### src/rtl/tx_work_sched.sv
// Transmit work scheduler: moves one complete work packet from the TX FIFO to the
// serializer word by word, then arms tx_timer and waits for it to release.
module tx_work_sched #(
    parameter int WORK_WORDS = 23
) (
    input  logic        clk,
    input  logic        rst,
    input  logic        reg_flush,
    input  logic        reg_enable,
    input  logic [31:0] reg_tout,
    input  logic [9:0]  fifo_count,
    output logic        fifo_rd_en,
    input  logic [31:0] fifo_dout,
    output logic [31:0] tx_data,
    output logic        tx_valid,
    input  logic        tx_ready,
    output logic        tx_last,
    output logic        timer_start,
    input  logic        timer_busy,
    output logic        sched_busy,
    output logic [31:0] work_cnt
);

    localparam int IW = (WORK_WORDS > 1) ? $clog2(WORK_WORDS) : 1;
    localparam logic [IW-1:0] LAST_IDX = IW'(WORK_WORDS - 1);

    localparam logic [2:0] S_IDLE  = 3'd0;
    localparam logic [2:0] S_LOAD  = 3'd1;
    localparam logic [2:0] S_FETCH = 3'd2;
    localparam logic [2:0] S_SEND  = 3'd3;
    localparam logic [2:0] S_ARM   = 3'd4;
    localparam logic [2:0] S_HOLD  = 3'd5;
    localparam logic [2:0] S_WAIT  = 3'd6;

    logic [2:0]    r_state;
    logic [IW-1:0] r_idx;
    logic [31:0]   r_tx_data;
    logic          r_tx_valid;
    logic [31:0]   r_work_cnt;

    logic w_start;
    logic w_hs;
    logic w_at_last;
    logic w_tout_nz;
    logic w_unused_tout;

    assign w_start       = reg_enable && !timer_busy && (fifo_count >= 10'(WORK_WORDS));
    assign w_hs          = r_tx_valid && tx_ready;
    assign w_at_last     = (r_idx == LAST_IDX);
    // tx_timer hangs busy forever on a zero timeout, so that case bypasses ARM/HOLD/WAIT
    assign w_tout_nz     = (reg_tout[23:0] != 24'd0);
    assign w_unused_tout = ^reg_tout[31:24];

    always_ff @(posedge clk) begin
        if (rst) begin
            r_state    <= S_IDLE;
            r_idx      <= '0;
            r_tx_data  <= '0;
            r_tx_valid <= 1'b0;
            r_work_cnt <= '0;
        end else if (reg_flush) begin
            r_state    <= S_IDLE;
            r_idx      <= '0;
            r_tx_valid <= 1'b0;
        end else begin
            case (r_state)
                S_IDLE: begin
                    if (w_start) begin
                        r_state <= S_LOAD;
                        r_idx   <= '0;
                    end
                end
                S_LOAD:  r_state <= S_FETCH;
                S_FETCH: begin
                    r_tx_data  <= fifo_dout;
                    r_tx_valid <= 1'b1;
                    r_state    <= S_SEND;
                end
                S_SEND: begin
                    if (w_hs) begin
                        r_tx_valid <= 1'b0;
                        if (w_at_last) begin
                            r_work_cnt <= r_work_cnt + 32'd1;
                            r_state    <= w_tout_nz ? S_ARM : S_IDLE;
                        end else begin
                            r_idx   <= r_idx + IW'(1);
                            r_state <= S_LOAD;
                        end
                    end
                end
                S_ARM:  r_state <= S_HOLD;
                S_HOLD: r_state <= S_WAIT;
                S_WAIT: begin
                    if (!timer_busy) begin
                        r_state <= S_IDLE;
                    end
                end
                default: r_state <= S_IDLE;
            endcase
        end
    end

    assign fifo_rd_en  = (r_state == S_LOAD);
    assign timer_start = (r_state == S_ARM);
    assign sched_busy  = (r_state != S_IDLE);
    assign tx_data     = r_tx_data;
    assign tx_valid    = r_tx_valid;
    assign tx_last     = r_tx_valid && w_at_last;
    assign work_cnt    = r_work_cnt;

endmodule

### config.mk
export PLATFORM = sky130hd
export DESIGN_NAME = tx_work_sched
export DESIGN_NICKNAME = d
export VERILOG_FILES = /design/src/rtl/tx_work_sched.sv
export SDC_FILE = /design/constraint.sdc
export NUM_CORES = 1
export LEC_CHECK = 0
export CAP_MARGIN = 30
export CORE_ASPECT_RATIO = 0.7
export CORE_MARGIN = 5
export CORE_UTILIZATION = 40
export CTS_CLUSTER_SIZE = 24
export DETAILED_ROUTE_END_ITERATION = 8
export PLACE_DENSITY_LB_ADDON = 0.12
export SLEW_MARGIN = 30
export SYNTH_ARGS = -nofsm -noshare
export SYNTH_HDL_FRONTEND = slang
export SYNTH_SLANG_ARGS = --single-unit
### constraint.sdc
create_clock -name clk -period 2.7 [get_ports clk]
set_input_delay 0.54 -clock clk [delete_from_list [all_inputs] [get_ports clk]]
set_output_delay 0.54 -clock clk [all_outputs]
set_load 0.02 [all_outputs]
[Word-level counts from Yosys, hierarchy flattened]
Index checks and enable logic that the tools add are counted.
Word-level totals
  register bits after elaboration: 73
  input port bits: 80
  output and inout bits: 69
  word-level logic and storage cells: 48
Cells by class
  add/sub/neg operators: 2
  $lt $le $gt $ge: 1
  equal/unequal tests: 11
  mux-type cells: 12
  bitwise operators: 1
  reduce and logical (&&, ||, !) cells: 16
Operators with widths (number)
  adder 32 x 1 -> 32 bit, second input constant: 1
  nonzero test 24 bit: 1
  case mux 3 bit (7 select lines): 1
  two-way mux 3 bit: 5
  two-way mux 5 bit: 3
  >= comparator 10 x 5 -> 1 bit, second input constant: 1
  case mux 5 bit (2 select lines): 1
  == test 3 bit, second input constant: 3
  != test 2 bit, second input constant: 4
  AND reduction 4 bit: 2
  == test 3 x 2 -> 1 bit, second input constant: 2
  adder 5 x 1 -> 5 bit, second input constant: 1
  == test 5 bit, second input constant: 1
  logical AND 1 bit: 4
  AND reduction 2 bit: 2
  nonzero test 2 bit: 2
  == test 3 x 1 -> 1 bit, second input constant: 1
  zero test 3 bit: 1
  AND reduction 3 bit: 1
  nonzero test 3 bit: 1
  case mux 1 bit (2 select lines): 1
  OR reduction 2 bit: 1
  zero test 1 bit: 1
  two-way mux 1 bit: 1
  NOT 1 bit: 1

[Longest topological paths before layout]
  depth in word-level cells: 5
  depth in mapped cells: 9
  depth with buffers taken out: 7

[Worst setup path after synthesis]
Ideal clock, no wire load.
  kind: register -> register
  start point: register r_work_cnt[6] (netlist: work_cnt[6])
  end point: register r_work_cnt[24] (netlist: work_cnt[24])
  setup time: 0.070 ns
  arrival time: 2.243 ns
  data required time: 2.630 ns
  slack: 0.387 ns
  cell stages (with the launch flop): 7
  path buffers: 1
  clock period less this slack: 2.313 ns
  cells stage by stage: dfxtp_1 > nand4_1 > or4_1 > buf_2 > or4_4 > or3_1 > a21oi_1
Between the ends
  cells in the longest elaborated chain, start to end: 1
RTL lines
  start, declared: line 39  | logic [31:0] r_work_cnt;
  start signal, assigned: line 83  | r_work_cnt <= r_work_cnt + 32'd1;
  adder 32 x 1 -> 32 bit: line 83
Every way passes these cells.
A chain may end at the register's enable or synchronous reset.

[Worst setup path after layout]
  start point: register r_idx[0]
  end point: output tx_last
Between the ends
  cells in the longest elaborated chain, start to end: 2
RTL lines
  start, declared: line 36  | logic [IW-1:0] r_idx;
  start signal, assigned: line 86  | r_idx <= r_idx + IW'(1);
  == test 5 bit: line 49  | assign w_at_last = (r_idx == LAST_IDX);
  logical AND 1 bit: line 108  | assign tx_last = r_tx_valid && w_at_last;
  end, declared: line 17  | output logic tx_last,
Every way passes these cells.

==> results.md <==
* Number of vias per cell at around 5.1
* Net load switching power at 0.0005028 W
* Area leader, netlist: dfxtp_1
* Hold-critical path depth at 2
* Reg2reg start: r_idx[1]
* Initial Util at 0.4140
* Fin crit share at 0.9223
* Fill count at 700
* WP depth at 5
* Total gr overflow at 0
* Sequential power share at 0.437
* Slowest-stage cell, CP: clkdlybuf4s50_1
* Syn nets at 498
* Yosys warning count at 0
* GRT Total Usage at 0.1846
* Relative slew slack at 0.6439
* Final Max Slew Viols at 0
* Reg2reg setup slack at 350 ps
* Critical Path, Cell by Cell: inv_1, ha_1, and4b_1, and2_1, clkdlybuf4s50_1
* Vias at around 3,400
* Initial antenna violation count at 0
* Clk_lat worst skew at 330 ps
* Worst Setup End Kind: output pin
* Seq. cell area at 0.001461 mm^2
* Clock sinks at 73
* Hold-fix buffers at CTS at 0
* Outcome: finished, final reports clean
* Fin Setup TNS at 0 ps
* Setup bufs post-CTS at 0
* Sequential area share after synthesis at 0.4446
* Yosys reg bits at 73
* DIE AREA at 0.01016 mm^2
* Final Skew at 5.434 ps
* Endpoints failing hold at 0
* Die X-Extent at 118.3 um
* Hold endpoint: tx_data[26]
* DRC violation count after routing at 0
* HP Start: tx_data[26]
* # setup viols final at 0
* Critical Path RT at 2160 ps
* Post-synth top cells: nand2_1, dfxtp_1, a21oi_1
* Area delta synth->final at 55.61%
* PortBufs at 140
* Placeable Area at between 0.007 and 0.008 mm^2
* CTS max path bufs at 2
* Vias in the first global route at 3,255
* Share of the synthesized area in the top cell type at 0.4446
* CTS resizes at 0
* Synth Instances at between 400 and 500
* Die Ht at 85.84 um
* Synth unique cells at 38
* Largest net degree at the start of global routing at 48
* Pwr/cell area at 485.4 mW/mm^2
* Mean post-synth cell area at 7.920 um^2
* VDD IR max at 419.4 uV
* Max H-tree Level at 3
* Ranking of synthesized cells by area: dfxtp_1, nand2_1, a21oi_1
* FP Rows at 27
* Setup CP Type: register to output pin
* Bufs and invs on worst path at 2
* Min Tclk post-route at between 2000 and 2500 ps
* Synth Cell Area at around 0.0033 mm^2
* Finished Core Util at 0.6443
* Fmax achieved at 401.6 MHz
* Int Power at 0.001980 W
* Clock Tree Root: clkbuf_16
* Final wirelength at 9.522 mm
* Switch share at 0.2025
* Worst hold path type: register to register
* Drt pass-1 iters at 4
* LEAKAGE at ~1.7 nW
* Number of synthesized flops with an enable pin at 0
* Non-Filler Instances at 658
* Clock transition at the registers of the reported paths at about 60 ps
* Max cap viols at 0
* DPL Wire Length at 7.127 mm
* Global-route wire length before repair at 15.34 mm
* Total CTS buffers at 9
* Layout cells sized above 1 at 0.05925
* Worst Tran Pin Value at approximately 530 ps
* Cell count of the worst reg-to-reg path at 7
* CP peak stage delay at 530 ps
* Largest delay share family, worst path: buffers and inverters
* # placed instances at 642
* Ys async rst share at 0
* Crit path arrival time at roughly 2000 ps
* Ys flop type: dfxtp_1
* Crit-path max FO at 6
* Antenna diodes at 0
* ANT nets after route at 0
* Ports at 149
* Reg2reg end: work_cnt[22]
* CTS tree: done
* Gpl congestion at 0.7848
* Clk pwr share at 0.496
* Multi-input gate area at 0.001709 mm^2
* Starting DRT DRC Count at 166
* Comb power frac at 0.067
* Top-count cell post-synth: nand2_1
* Routed length per instance at 14.47 um
* RSZ-0062 raised after global routing: false
* Nets at 635
* Worst Setup Start Kind: register
## tightest hold or removal path: cells and delay by family, from the launching register on
family	cells	cell delay, ps
AO/OA/AOI/OAI	1	50
AND/OR/NAND/NOR	1	50
flip-flops	1	300
## worst max path at each step
stage	slack, ps	start	endpoint
2_1_floorplan	390	work_cnt[6]	work_cnt[24]
3_3_place_gp	60	tx_ready	work_cnt[28]
3_5_place_dp	40	tx_ready	work_cnt[28]
4_1_cts	210	r_idx[0]	tx_last
5_1_grt	110	r_idx[1]	tx_last
6_report	210	r_idx[0]	tx_last
## cells by family after synthesis
| group | Yosys count | share of synthesized area |
|---|---|---|
| simple gates | 214 | 0.3277 |
| flops | 73 | 0.4446 |
| compound gates | 67 | 0.1089 |
| buf+inv | 32 | 0.03692 |
| xor+xnor | 24 | 0.06395 |
| fa+ha+maj | 3 | 0.01142 |
| mux | 2 | 0.006471 |
## sequential cells by signal, summed over array words and instances (netlist names)
register	flops
tx_data	32
work_cnt	32
r_idx	5
r_state	3
tx_valid	1
## cell usage in the layout (no fill, tap or decap), types with 2 or more instances in the layout
| cell | count |
|---|---|
| nand3b_1 | 3 |
| xor2_1 | 3 |
| and3b_1 | 2 |
| o21ai_0 | 10 |
| and2_1 | 5 |
| inv_1 | 8 |
| clkbuf_8 | 3 |
| nand4_1 | 14 |
| a31oi_1 | 3 |
| dfxtp_1 | 73 |
| buf_4 | 10 |
| nor4_1 | 23 |
| xnor2_1 | 21 |
| or2_2 | 2 |
| clkbuf_16 | 9 |
| clkinvlp_4 | 2 |
| nor2b_1 | 2 |
| or3_1 | 10 |
| nand2_1 | 80 |
| nor2_1 | 38 |
| or4_1 | 3 |
| nor3_1 | 3 |
| clkdlybuf4s50_1 | 139 |
| nand2b_1 | 3 |
| ha_1 | 3 |
| nand3_1 | 11 |
| a21oi_1 | 48 |
| nor3b_1 | 4 |
| and4_1 | 6 |
## per-layer routing
metal | up-vias | wire (um) | global-route usage
li1 | 1722 | - | -
met1 | 1517 | 4136 | 0.2179
met2 | 127 | 4251 | 0.2976
met3 | 7 | 1046 | 0.09492
met4 | 0 | 88 | 0.05000
met5 | - | 0 | 0
## final cells by class
cell class	count	area share
inverters	8	0.005871
repair buffers	150	0.2877
flip-flops and latches	73	0.2857
clock inverters	4	0.009785
multi-input cells	310	0.3341
well taps	101	0.02471
clock buffers	12	0.05210
## per-stage QoR
stage               instance area (um^2)  power, W  hold slack (ps)  setup slack, ps
global route                        5115  0.002568            467.7            107.6
CTS                                 5115  0.002510            453.2            212.3
finish                              5115  0.002483            451.6            209.7
global placement                    4798  0.001274            441.1            63.73
detailed placement                  4798  0.001276            445.7            37.90
floorplan                           3287  0.001151            476.0            386.8
## power groups by stage
stage / registers (W) / clock network (W) / logic (W)
after global placement: 0.00111 / 0 / 0.000166
after global routing: 0.00109 / 0.00130 / 0.000178
after detailed placement: 0.00111 / 0 / 0.000167
final: 0.00109 / 0.00123 / 0.000167
after floorplan: 0.00111 / 0 / 0.0000385
after CTS: 0.00108 / 0.00126 / 0.000168
(Power assumes the default switching activity.)
